[src/rtl/controlador_escritura_rtc_pkg.sv]
// Shared definitions for the RTC write controller: modes, states,
// register addresses, command bytes and the field snapshot bundle.
package controlador_escritura_rtc_pkg;

  typedef enum logic [1:0] {
    MODO_NORMAL = 2'd0,
    MODO_HORA   = 2'd1,
    MODO_FECHA  = 2'd2,
    MODO_TIMER  = 2'd3
  } modo_t;

  typedef enum logic [2:0] {
    S_IDLE,
    S_LOAD,
    S_WAIT,
    S_CMD,
    S_CMD_WAIT,
    S_FIN
  } estado_t;

  localparam logic [7:0] DIR_SS   = 8'h21;
  localparam logic [7:0] DIR_MM   = 8'h22;
  localparam logic [7:0] DIR_HH   = 8'h23;
  localparam logic [7:0] DIR_DAY  = 8'h24;
  localparam logic [7:0] DIR_MES  = 8'h25;
  localparam logic [7:0] DIR_YEAR = 8'h26;
  localparam logic [7:0] DIR_DIA  = 8'h27;
  localparam logic [7:0] DIR_SS_T = 8'h41;
  localparam logic [7:0] DIR_MM_T = 8'h42;
  localparam logic [7:0] DIR_HH_T = 8'h43;

  localparam logic [7:0] CMD_ADDR_DEF       = 8'hF1;
  localparam logic [7:0] CMD_HORA_FECHA_DEF = 8'hD0;
  localparam logic [7:0] CMD_TIMER_DEF      = 8'hE0;
  localparam int unsigned TIMEOUT_DEF       = 1023;

  typedef struct packed {
    logic [7:0] ss;
    logic [7:0] mm;
    logic [7:0] hh;
    logic       am_pm;
    logic [7:0] day;
    logic [7:0] mes;
    logic [7:0] year;
    logic [7:0] dia;
    logic [7:0] ss_t;
    logic [7:0] mm_t;
    logic [7:0] hh_t;
  } campos_t;

endpackage

[src/rtl/controlador_escritura_rtc_secuencia.sv]
// Combinational write table: (group, index) -> RTC address/data, last flag.
// Ports: grupo, indice, snap in; addr, data, last out.
module secuencia_escritura_rtc
  import controlador_escritura_rtc_pkg::*;
(
  input  modo_t       grupo,
  input  logic [1:0]  indice,
  input  campos_t     snap,
  output logic [7:0]  addr,
  output logic [7:0]  data,
  output logic        last
);

  // Only the 5 low hour bits go to the 12h register
  logic unused_hh;
  assign unused_hh = ^snap.hh[7:5];

  always_comb begin
    addr = '0;
    data = '0;
    last = 1'b0;
    unique case (1'b1)
      grupo == MODO_NORMAL: ;
      grupo == MODO_HORA: begin
        case (indice)
          2'd0: begin
            addr = DIR_SS;
            data = snap.ss;
          end
          2'd1: begin
            addr = DIR_MM;
            data = snap.mm;
          end
          default: begin
            addr = DIR_HH;
            // 12h mode flag, PM bit, hour
            data = {1'b1, 1'b0, snap.am_pm,
                    snap.hh[4:0]};
            last = 1'b1;
          end
        endcase
      end
      grupo == MODO_FECHA: begin
        case (indice)
          2'd0: begin
            addr = DIR_DAY;
            data = snap.day;
          end
          2'd1: begin
            addr = DIR_MES;
            data = snap.mes;
          end
          2'd2: begin
            addr = DIR_YEAR;
            data = snap.year;
          end
          default: begin
            addr = DIR_DIA;
            data = snap.dia;
            last = 1'b1;
          end
        endcase
      end
      grupo == MODO_TIMER: begin
        case (indice)
          2'd0: begin
            addr = DIR_SS_T;
            data = snap.ss_t;
          end
          2'd1: begin
            addr = DIR_MM_T;
            data = snap.mm_t;
          end
          default: begin
            addr = DIR_HH_T;
            data = snap.hh_t;
            last = 1'b1;
          end
        endcase
      end
    endcase
  end

endmodule

[src/rtl/controlador_escritura_rtc.sv]
// RTC write sequencer: snapshots a config group on commit, writes each
// field, then the group transfer command. Handshake wr_req/wr_done.
// Ports: clk, reset, commit, config_mode, btn_data_* fields, AM_PM,
// dia_semana in; wr_req/wr_addr/wr_data, busy, seq_done, seq_err out.
// Optional watchdog: define CONTROLADOR_RTC_TIMEOUT_EN.
module controlador_escritura_rtc
  import controlador_escritura_rtc_pkg::*;
#(
  parameter logic [7:0]  CMD_ADDR       = CMD_ADDR_DEF,
  parameter logic [7:0]  CMD_HORA_FECHA = CMD_HORA_FECHA_DEF,
  parameter logic [7:0]  CMD_TIMER      = CMD_TIMER_DEF,
  parameter int unsigned TIMEOUT_CYCLES = TIMEOUT_DEF
) (
  input  logic       clk,
  input  logic       reset,
  input  logic       commit,
  input  logic [1:0] config_mode,
  input  logic [7:0] btn_data_SS,
  input  logic [7:0] btn_data_MM,
  input  logic [7:0] btn_data_HH,
  input  logic       AM_PM,
  input  logic [7:0] btn_data_DAY,
  input  logic [7:0] btn_data_MES,
  input  logic [7:0] btn_data_YEAR,
  input  logic [7:0] dia_semana,
  input  logic [7:0] btn_data_SS_T,
  input  logic [7:0] btn_data_MM_T,
  input  logic [7:0] btn_data_HH_T,
  output logic       wr_req,
  output logic [7:0] wr_addr,
  output logic [7:0] wr_data,
  input  logic       wr_done,
  output logic       busy,
  output logic       seq_done,
  output logic       seq_err
);

  estado_t    estado_q, estado_d;
  modo_t      grupo_q;
  campos_t    snap_q, campos_in;
  logic [1:0] indice_q, indice_d;
  logic [7:0] addr_d, data_d;
  logic       commit_q, commit_tick;
  logic       acepta, timeout;
  logic [7:0] tab_addr, tab_data;
  logic       tab_last;

  assign commit_tick = commit & ~commit_q;
  assign acepta = (estado_q == S_IDLE) && commit_tick
               && (modo_t'(config_mode) != MODO_NORMAL);

  assign campos_in = '{
    ss:    btn_data_SS,
    mm:    btn_data_MM,
    hh:    btn_data_HH,
    am_pm: AM_PM,
    day:   btn_data_DAY,
    mes:   btn_data_MES,
    year:  btn_data_YEAR,
    dia:   dia_semana,
    ss_t:  btn_data_SS_T,
    mm_t:  btn_data_MM_T,
    hh_t:  btn_data_HH_T
  };

  secuencia_escritura_rtc u_tabla (
    .grupo  (grupo_q),
    .indice (indice_q),
    .snap   (snap_q),
    .addr   (tab_addr),
    .data   (tab_data),
    .last   (tab_last)
  );

  always_ff @(posedge clk) begin
    if (reset) begin
      estado_q <= S_IDLE;
      commit_q <= 1'b0;
      indice_q <= '0;
      wr_addr  <= '0;
      wr_data  <= '0;
      grupo_q  <= MODO_NORMAL;
      snap_q   <= '0;
    end else begin
      estado_q <= estado_d;
      commit_q <= commit;
      indice_q <= indice_d;
      wr_addr  <= addr_d;
      wr_data  <= data_d;
      if (acepta) begin
        grupo_q <= modo_t'(config_mode);
        snap_q  <= campos_in;
      end
    end
  end

  always_comb begin
    estado_d = estado_q;
    unique case (estado_q)
      S_IDLE:
        if (acepta) estado_d = S_LOAD;
      S_LOAD:
        estado_d = S_WAIT;
      S_WAIT:
        if (wr_done)
          estado_d = tab_last ? S_CMD : S_LOAD;
        else if (timeout)
          estado_d = S_IDLE;
      S_CMD:
        estado_d = S_CMD_WAIT;
      S_CMD_WAIT:
        if (wr_done)
          estado_d = S_FIN;
        else if (timeout)
          estado_d = S_IDLE;
      S_FIN:
        estado_d = S_IDLE;
      default:
        estado_d = S_IDLE;
    endcase
  end

  always_comb begin
    addr_d   = wr_addr;
    data_d   = wr_data;
    indice_d = indice_q;
    wr_req   = (estado_q == S_WAIT)
            || (estado_q == S_CMD_WAIT);
    busy     = (estado_q != S_IDLE)
            && (estado_q != S_FIN);
    seq_done = (estado_q == S_FIN);
    case (estado_q)
      S_LOAD: begin
        addr_d = tab_addr;
        data_d = tab_data;
      end
      S_WAIT:
        if (wr_done && !tab_last)
          indice_d = indice_q + 2'd1;
      S_CMD: begin
        addr_d = CMD_ADDR;
        data_d = (grupo_q == MODO_TIMER)
               ? CMD_TIMER : CMD_HORA_FECHA;
      end
      S_IDLE, S_FIN:
        indice_d = '0;
      default: ;
    endcase
  end

`ifdef CONTROLADOR_RTC_TIMEOUT_EN
  logic [9:0] cnt_q;
  logic       err_q;
  logic       en_espera;

  assign en_espera = (estado_q == S_WAIT)
                  || (estado_q == S_CMD_WAIT);
  assign timeout = en_espera && !wr_done
                && (cnt_q == 10'(TIMEOUT_CYCLES - 1));
  assign seq_err = err_q;

  // Counter restarts on every state change so each wait is timed alone
  always_ff @(posedge clk) begin
    if (reset) begin
      cnt_q <= '0;
      err_q <= 1'b0;
    end else begin
      if (estado_d != estado_q)
        cnt_q <= '0;
      else if (en_espera)
        cnt_q <= cnt_q + 10'd1;
      if (acepta)
        err_q <= 1'b0;
      else if (timeout)
        err_q <= 1'b1;
    end
  end
`else
  logic unused_cfg;
  assign unused_cfg = ^TIMEOUT_CYCLES;
  assign timeout = 1'b0;
  assign seq_err = 1'b0;
`endif

endmodule
[config.mk]
export PLATFORM = sky130hd
export DESIGN_NAME = controlador_escritura_rtc
export DESIGN_NICKNAME = d
export VERILOG_FILES = /design/src/rtl/controlador_escritura_rtc_pkg.sv /design/src/rtl/controlador_escritura_rtc_secuencia.sv /design/src/rtl/controlador_escritura_rtc.sv
export SDC_FILE = /design/constraint.sdc
export NUM_CORES = 1
export LEC_CHECK = 0
export ABC_AREA = 1
export BUFFER_PORTS_ARGS = -buffer_cell sky130_fd_sc_hd__buf_2
export CORE_MARGIN = 1.5
export CORE_UTILIZATION = 45
export DETAILED_ROUTE_END_ITERATION = 8
export PLACE_DENSITY = 0.71
export SYNTH_ARGS = -nofsm -noshare
export SYNTH_HDL_FRONTEND = slang
export SYNTH_SLANG_ARGS = --single-unit
[constraint.sdc]
create_clock -name clk -period 4.89 [get_ports clk]
set_clock_uncertainty 0.05 [all_clocks]
set_input_delay 0.978 -clock clk [delete_from_list [all_inputs] [get_ports clk]]
set_output_delay 0.978 -clock clk [all_outputs]
set_load 0.02 [all_outputs]
==> results of run 1 <==
cells by family after synthesis:
logic type / after synthesis / share of synthesized area [%]
fa+ha+maj: 12 / 3.34
flops: 100 / 44.6
other cells: 1 / 0.0835
buf+inv: 75 / 9.11
compound gates: 146 / 17.1
simple gates: 290 / 25.7
where the power goes:
group | switching, W | internal (W) | leakage (nW)
sequential | 0.0000429 | 0.000897 | 0.821
combinational | 0.000201 | 0.000119 | 1.32
clock | 0.000286 | 0.000354 | 0.122
total | 0.000530 | 0.00137 | 2.26
cell usage after synthesis, types with 2 or more instances:
cell | number | share of area, %
a211oi_1 | 3 | 0.50
a21oi_1 | 32 | 3.6
buf_2 | 11 | 1.2
buf_4 | 4 | 0.67
buf_6 | 13 | 3.3
clkbuf_1 | 13 | 1.1
dfxtp_1 | 100 | 45
ha_1 | 12 | 3.3
inv_1 | 29 | 2.4
inv_2 | 4 | 0.33
nand2_1 | 102 | 8.5
nand2_2 | 3 | 0.42
nand3_1 | 22 | 2.5
nand4_1 | 2 | 0.28
nor2_1 | 155 | 13
nor2_2 | 3 | 0.42
nor3_2 | 2 | 0.45
o211ai_1 | 8 | 1.3
o21ai_0 | 56 | 6.2
o21ai_1 | 42 | 4.7
o22ai_1 | 2 | 0.28
metrics by stage:
stage	setup slack (ps)	total power (W)	instance area, µm²
5_1_grt	1680	0.00200	5150
2_1_floorplan	2740	0.00121	4490
3_3_place_gp	1660	0.00127	4900
4_1_cts	2010	0.00191	5150
3_5_place_dp	1630	0.00128	4900
6_report	2060	0.00190	5150
layout make-up:
type / instances / area, µm²
sequential: 100 / 2000
multi-input combinational: 450 / 2080
timing repair buffer: 103 / 520
clock buffer: 10 / 138
clock inverter: 6 / 111
tap: 133 / 166
fill: 1004 / 4580
inverter: 34 / 129
worst max-delay path: cells and delay by family:
kind / cells / cell delay (ps)
buffers and inverters: 2 / 960
and+or+nand+nor: 5 / 1060
state kept, by name, summed over array words and instances, names as in the netlist:
name      flops
commit_q      1
estado_q      3
grupo_q       2
indice_q      2
snap_q       78
wr_addr       6
wr_data       8
worst paths after layout:
path | startpoint | end | depth (start not counted)
hold / removal | snap_q[2]$_SDFFE_PP0P_ | snap_q[2]$_SDFFE_PP0P_ | 2
setup reg to reg | estado_q[1]$_SDFFE_PP0P_ | snap_q[73]$_SDFFE_PP0P_ | 7
setup / recovery | config_mode[1] | snap_q[73]$_SDFFE_PP0P_ | 7
hold reg to reg | snap_q[2]$_SDFFE_PP0P_ | snap_q[2]$_SDFFE_PP0P_ | 2
metal layers:
layer	vias up	part of all wire (%)
li1	2156	-
met1	1899	47
met2	112	46
met3	17	5.8
met4	0	1.2
met5	-	0
==> impl_metrics.py, run 1 <==
metrics = {
    "outcome": {
        "status": "finished, final reports clean",
    },
    "sta": {
        "whs_ps": 411,
        "tightest_slew_ps": 1110,
        "setup_viol": 0,
        "finalCriticalPeriod_ps": 2830,
        "hold_viol": 0,
        "fin_crit_sh_pct": 57.9,
        "max_clock_freq_mhz": 353,
        "slew_headroom_pct": 26.2,
        "setup_tns_ps": 0,
        "maxSlewViolCount": 0,
        "rsz0062_at_grt": "no",
    },
    "synth": {
        "ys.flop_type": "dfxtp_1",
        "avgSynthCellArea_um2": 7.20,
        "synth_warnings": 0,
        "synth-edff-count": 0,
        "ys_types": 27,
        "synthArstFlopShare_pct": 0,
        "ys_seq_elements": 100,
        "ys_seq_area_share_pct": 44.6,
        "syn_area_um2": 4490,
        "synthCells": 624,
    },
    "placement": {
        "post-dp-hpwl_um": 7670,
        "placed_cells": 820,
        "numPortBuffers": 101,
        "gp_congestion": 0.803,
    },
    "cts": {
        "clock_path_buffers": 2,
        "cts_sinks": 100,
        "postCtsSetupBuffers": 0,
        "cts_made_buffers": 9,
        "ctsHoldBuffers": 0,
        "htreeDepth": 3,
        "cts-root-buf": "clkbuf_8",
        "path_clk_slew_ps": 90,
        "ctsResizeCount": 0,
        "clkLatencyLatePin_ps": 370,
        "tritoncts": "built",
    },
    "cells_and_area": {
        "post-route-util_pct": 52.9,
        "drive_above_1_share_pct": 18.9,
        "layoutNonFillerInstCount": 836,
        "antennaDiodeCount": 0,
        "layout_commonest_cell": "nor2_1",
        "area_delta_synth_final_pct": 14.7,
        "final_cell_mix": "155 x nor2_1, 102 x nand2_1, 101 x buf_2",
        "fin_nets": 797,
    },
    "worst_setup_path": {
        "rrSetupSlack_ps": 2240,
        "start_kind": "input pin",
        "cp_slowest_cell": "clkinv_2",
        "critPathMaxFanout": 67,
        "crit_arrival_ps": 3050,
        "worstSetupEndpointType": "flop",
        "worstPathCellList": "buf_2 > nor2_1 > nor3_2 > nand2_2 > clkinv_2 > nor2_1 > nor2_1",
        "worstSetupPathType": "in2reg",
        "worstPathRequired_ps": 5100,
        "cp_common_cell": "nor2_1",
        "max_stage_delay_ps": 850,
    },
    "floorplanning": {
        "rows": 36,
        "io_pins": 107,
        "dieWidth_um": 103,
        "start_util_pct": 46.2,
        "fp.dieH_um": 103,
        "coreArea_um2": 9730,
        "die_area_um2": 10600,
    },
    "drt": {
        "routed-via-count": 4184,
        "wl_um": 10600,
        "wl_per_cell_um": 12.6,
        "drc": 0,
        "initialDrtViolationCount": 221,
        "ant_nets": 0,
        "drt_first_pass_iters": 4,
        "routed_via_density": 5.00,
    },
    "pwr": {
        "vdd_drop_max_v": 0.000163,
        "powerDensity_nw_per_um2": 369,
        "p_leak_nw": 2.26,
    },
    "grt": {
        "met3_usage_pct": 3.66,
        "gr-usage-all-layers_pct": 20.7,
        "met2_usage_pct": 34.3,
        "grt_pass1_wl_um": 17100,
        "grt-ovfl-total": 0,
        "antenna_found_initial": 0,
        "grtUsageMet1_pct": 27.6,
        "busiest_layer": "met2",
        "grt_max_degree": 68,
        "grt_pass1_vias": 3716,
    },
    "flow_run": {
        "cap_violations": 0,
    },
    "hold_path": {
        "hp-class": "reg2reg",
    },
}
Power figures use the tool's default switching activity.
==> inputs of run 2 (changes only) <==
--- a/config.mk
+++ b/config.mk
@@ -5,12 +5,12 @@
 export SDC_FILE = /design/constraint.sdc
 export NUM_CORES = 1
 export LEC_CHECK = 0
-export ABC_AREA = 1
+export ABC_AREA = 0
 export BUFFER_PORTS_ARGS = -buffer_cell sky130_fd_sc_hd__buf_2
 export CORE_MARGIN = 1.5
 export CORE_UTILIZATION = 45
 export DETAILED_ROUTE_END_ITERATION = 8
-export PLACE_DENSITY = 0.71
+export PLACE_DENSITY = 0.73
 export SYNTH_ARGS = -nofsm -noshare
 export SYNTH_HDL_FRONTEND = slang
 export SYNTH_SLANG_ARGS = --single-unit
==> constraint.sdc (replaced) <==
create_clock -name clk -period 2.4 [get_ports clk]
set_clock_uncertainty 0.05 [all_clocks]
set_input_delay 0.48 -clock clk [delete_from_list [all_inputs] [get_ports clk]]
set_output_delay 0.48 -clock clk [all_outputs]
set_load 0.02 [all_outputs]
==> impl_metrics.py, run 2 <==
metrics = {
    "outcome": {
        "status": "finished, final reports clean",
    },
    "sta": {
        "max_clock_freq_mhz": 453,
        "rsz0062_at_grt": "no",
        "finalCriticalPeriod_ps": 2210,
        "final.setup.worst_slack_ps": 195,
        "maxSlewViolCount": 0,
        "hold_viol": 0,
        "slew_headroom_pct": 49.6,
        "fin_crit_sh_pct": 91.9,
        "setup_viol": 0,
        "setup_tns_ps": 0,
        "tightest_slew_ps": 756,
    },
    "worst_setup_path": {
        "worstSetupPathType": "reg2reg",
        "worstSetupEndpointType": "flop",
        "startpoint": "indice_q[1]$_SDFFE_PP0P_",
        "worstPathRequired_ps": 2610,
        "cp_slowest_cell": "dfxtp_1",
        "critPathMaxFanout": 9,
        "worstReg2RegStart": "indice_q[1]$_SDFFE_PP0P_",
        "worstPathCellList": "inv_1 > ha_1 > buf_4 > a222oi_1 > o21ai_0 > a221oi_1 > nor2_1",
        "start_kind": "flop",
        "r2r_cells": 7,
        "crit_arrival_ps": 2410,
        "max_stage_delay_ps": 440,
    },
    "synth": {
        "syn_area_um2": 4650,
        "synth_xor_area_share_pct": 0.188,
        "synth_top_cell_by_area": "dfxtp_1",
        "synth-edff-count": 0,
        "ys_types": 41,
        "ys_seq_area_share_pct": 43.0,
        "synth_compound_area_share_pct": 24.7,
        "synthSimpleGateAreaFrac_pct": 18.5,
        "synthArstFlopShare_pct": 0,
        "synth_mux_area_share_pct": 1.96,
        "ys_seq_elements": 100,
        "avgSynthCellArea_um2": 8.28,
        "ys_top_cells_by_count": "166 x nand2_1, 100 x dfxtp_1, 74 x a21oi_1, 20 x a21oi_2, 19 x clkbuf_1",
        "synth_top_area_share_pct": 43.0,
        "synth_top_family_by_area": "compound AO/OA/AOI/OAI gates",
        "synthAdderAreaFrac_pct": 3.23,
        "ys.flop_type": "dfxtp_1",
        "yosys.cell_count.top_type": "nand2_1",
        "synthCells": 562,
        "synth_warnings": 0,
        "synthTopCellsByArea": "dfxtp_1 43%, nand2_1 13%, a21oi_1 8.0%, buf_6 4.1%, a21oi_2 3.8%",
    },
    "drt": {
        "wl_um": 11400,
        "drt_first_pass_iters": 7,
        "routed_via_density": 5.30,
        "ant_nets": 0,
        "wl_per_cell_um": 14.7,
        "routed-via-count": 4122,
        "drc": 0,
        "initialDrtViolationCount": 351,
    },
    "hold_path": {
        "hold_depth": 3,
        "hp-class": "in2reg",
        "min_from": "btn_data_YEAR[4]",
    },
    "cells_and_area": {
        "final_cell_mix": "166 x nand2_1, 100 x dfxtp_1, 100 x buf_2",
        "layoutNonFillerInstCount": 778,
        "area_delta_synth_final_pct": 15.5,
        "fin_nets": 739,
        "drive_above_1_share_pct": 26.2,
        "layout_commonest_cell": "nand2_1",
        "fillers": 967,
        "layout.area.seq_um2": 2000,
        "reg_top3": "snap_q x78, wr_data x8, wr_addr x6",
        "largest_register_ffs": 78,
        "post-route-util_pct": 54.2,
        "fin_area_um2": 5370,
        "multi_input_area_um2": 2270,
        "antennaDiodeCount": 0,
        "regMostFlops": "snap_q",
    },
    "cts": {
        "cts-root-buf": "clkbuf_8",
        "ctsResizeCount": 0,
        "cts_sinks": 100,
        "tritoncts": "built",
        "htreeDepth": 3,
        "ctsHoldBuffers": 0,
        "cts_made_buffers": 9,
        "postCtsSetupBuffers": 0,
        "clkLatencyLatePin_ps": 370,
        "clock_path_buffers": 2,
        "path_clk_slew_ps": 110,
    },
    "floorplanning": {
        "coreArea_um2": 9910,
        "die_area_um2": 11000,
        "fp.dieH_um": 105,
        "start_util_pct": 47.0,
        "dieWidth_um": 105,
        "rows": 36,
        "io_pins": 107,
    },
    "placement": {
        "placed_cells": 762,
        "post-dp-hpwl_um": 7980,
        "place_ws_ps": 232,
        "gp_congestion": 0.850,
        "numPortBuffers": 101,
        "dpl_cell_area_um2": 5150,
    },
    "grt": {
        "antenna_found_initial": 0,
        "gr-usage-all-layers_pct": 21.4,
        "grt_max_degree": 69,
        "grt-ovfl-total": 0,
        "grt_pass1_wl_um": 19100,
        "grt_pass1_vias": 3928,
    },
    "pwr": {
        "p_leak_nw": 2.20,
        "powerDensity_nw_per_um2": 635,
        "vdd_drop_max_v": 0.000380,
    },
    "flow_run": {
        "cap_violations": 0,
    },
}
## run 2: cell types whose count changed after synthesis, moves of 17 or more
cell / change
nand3_1: -22
o21ai_1: -42
a21oi_2: +20
nand2_1: +64
inv_1: -17
o21ai_0: -44
nor2_1: -145
a21oi_1: +42
## run 2: report_power, final
part	internal, W	leakage (nW)	switching [W]
Combinational	0.000189	1.28	0.000265
Clock	0.000509	0.103	0.000649
Sequential	0.00175	0.815	0.0000542
Total	0.00245	2.20	0.000968
## run 2: path summary, 6_finish.rpt
check | endpoint | slack, ps
min | snap_q[36]$_SDFFE_PP0P_ | 280
max reg2reg | wr_data[6]$_SDFFE_PP0P_ | 190
max | wr_data[6]$_SDFFE_PP0P_ | 190
min reg2reg | snap_q[69]$_SDFFE_PP0P_ | 410
## run 2: per-layer routing
metal  track usage [%]  routed length, µm
met3              4.62                580
met5                 0                  0
met4              6.16                213
met2              33.7               5120
met1              29.5               5490
## run 2: kinds of logic after synthesis
group,count (synthesis)
simple gates,205
compound gates,172
flops,100
buf+inv,62
fa+ha+maj,12
mux,9
other cells,1
xor+xnor,1
## run 2: metrics by stage
| step | hold slack [ps] | total power, W |
|---|---|---|
| after floorplan | 386 | 0.00217 |
| after global placement | 390 | 0.00228 |
| after detailed placement | 398 | 0.00229 |
| after CTS | 274 | 0.00342 |
| after global routing | 268 | 0.00356 |
| final | 281 | 0.00341 |
## run 2: layout make-up
type                    instances  share of cell area [%]
flip-flops and latches        100                    37.3
clock buffers                   9                    2.31
well taps                     133                    3.10
multi-input cells             401                    42.3
clock inverters                 7                    1.72
repair buffers                116                    12.5
inverters                      12                   0.838
## run 2: worst max-delay path, delay by kind of cell, from the launching register on
family,cells,cell delay [ps]
compound gates,3,830
fa+ha+maj,1,350
buf+inv,2,350
flops,1,440
simple gates,1,80
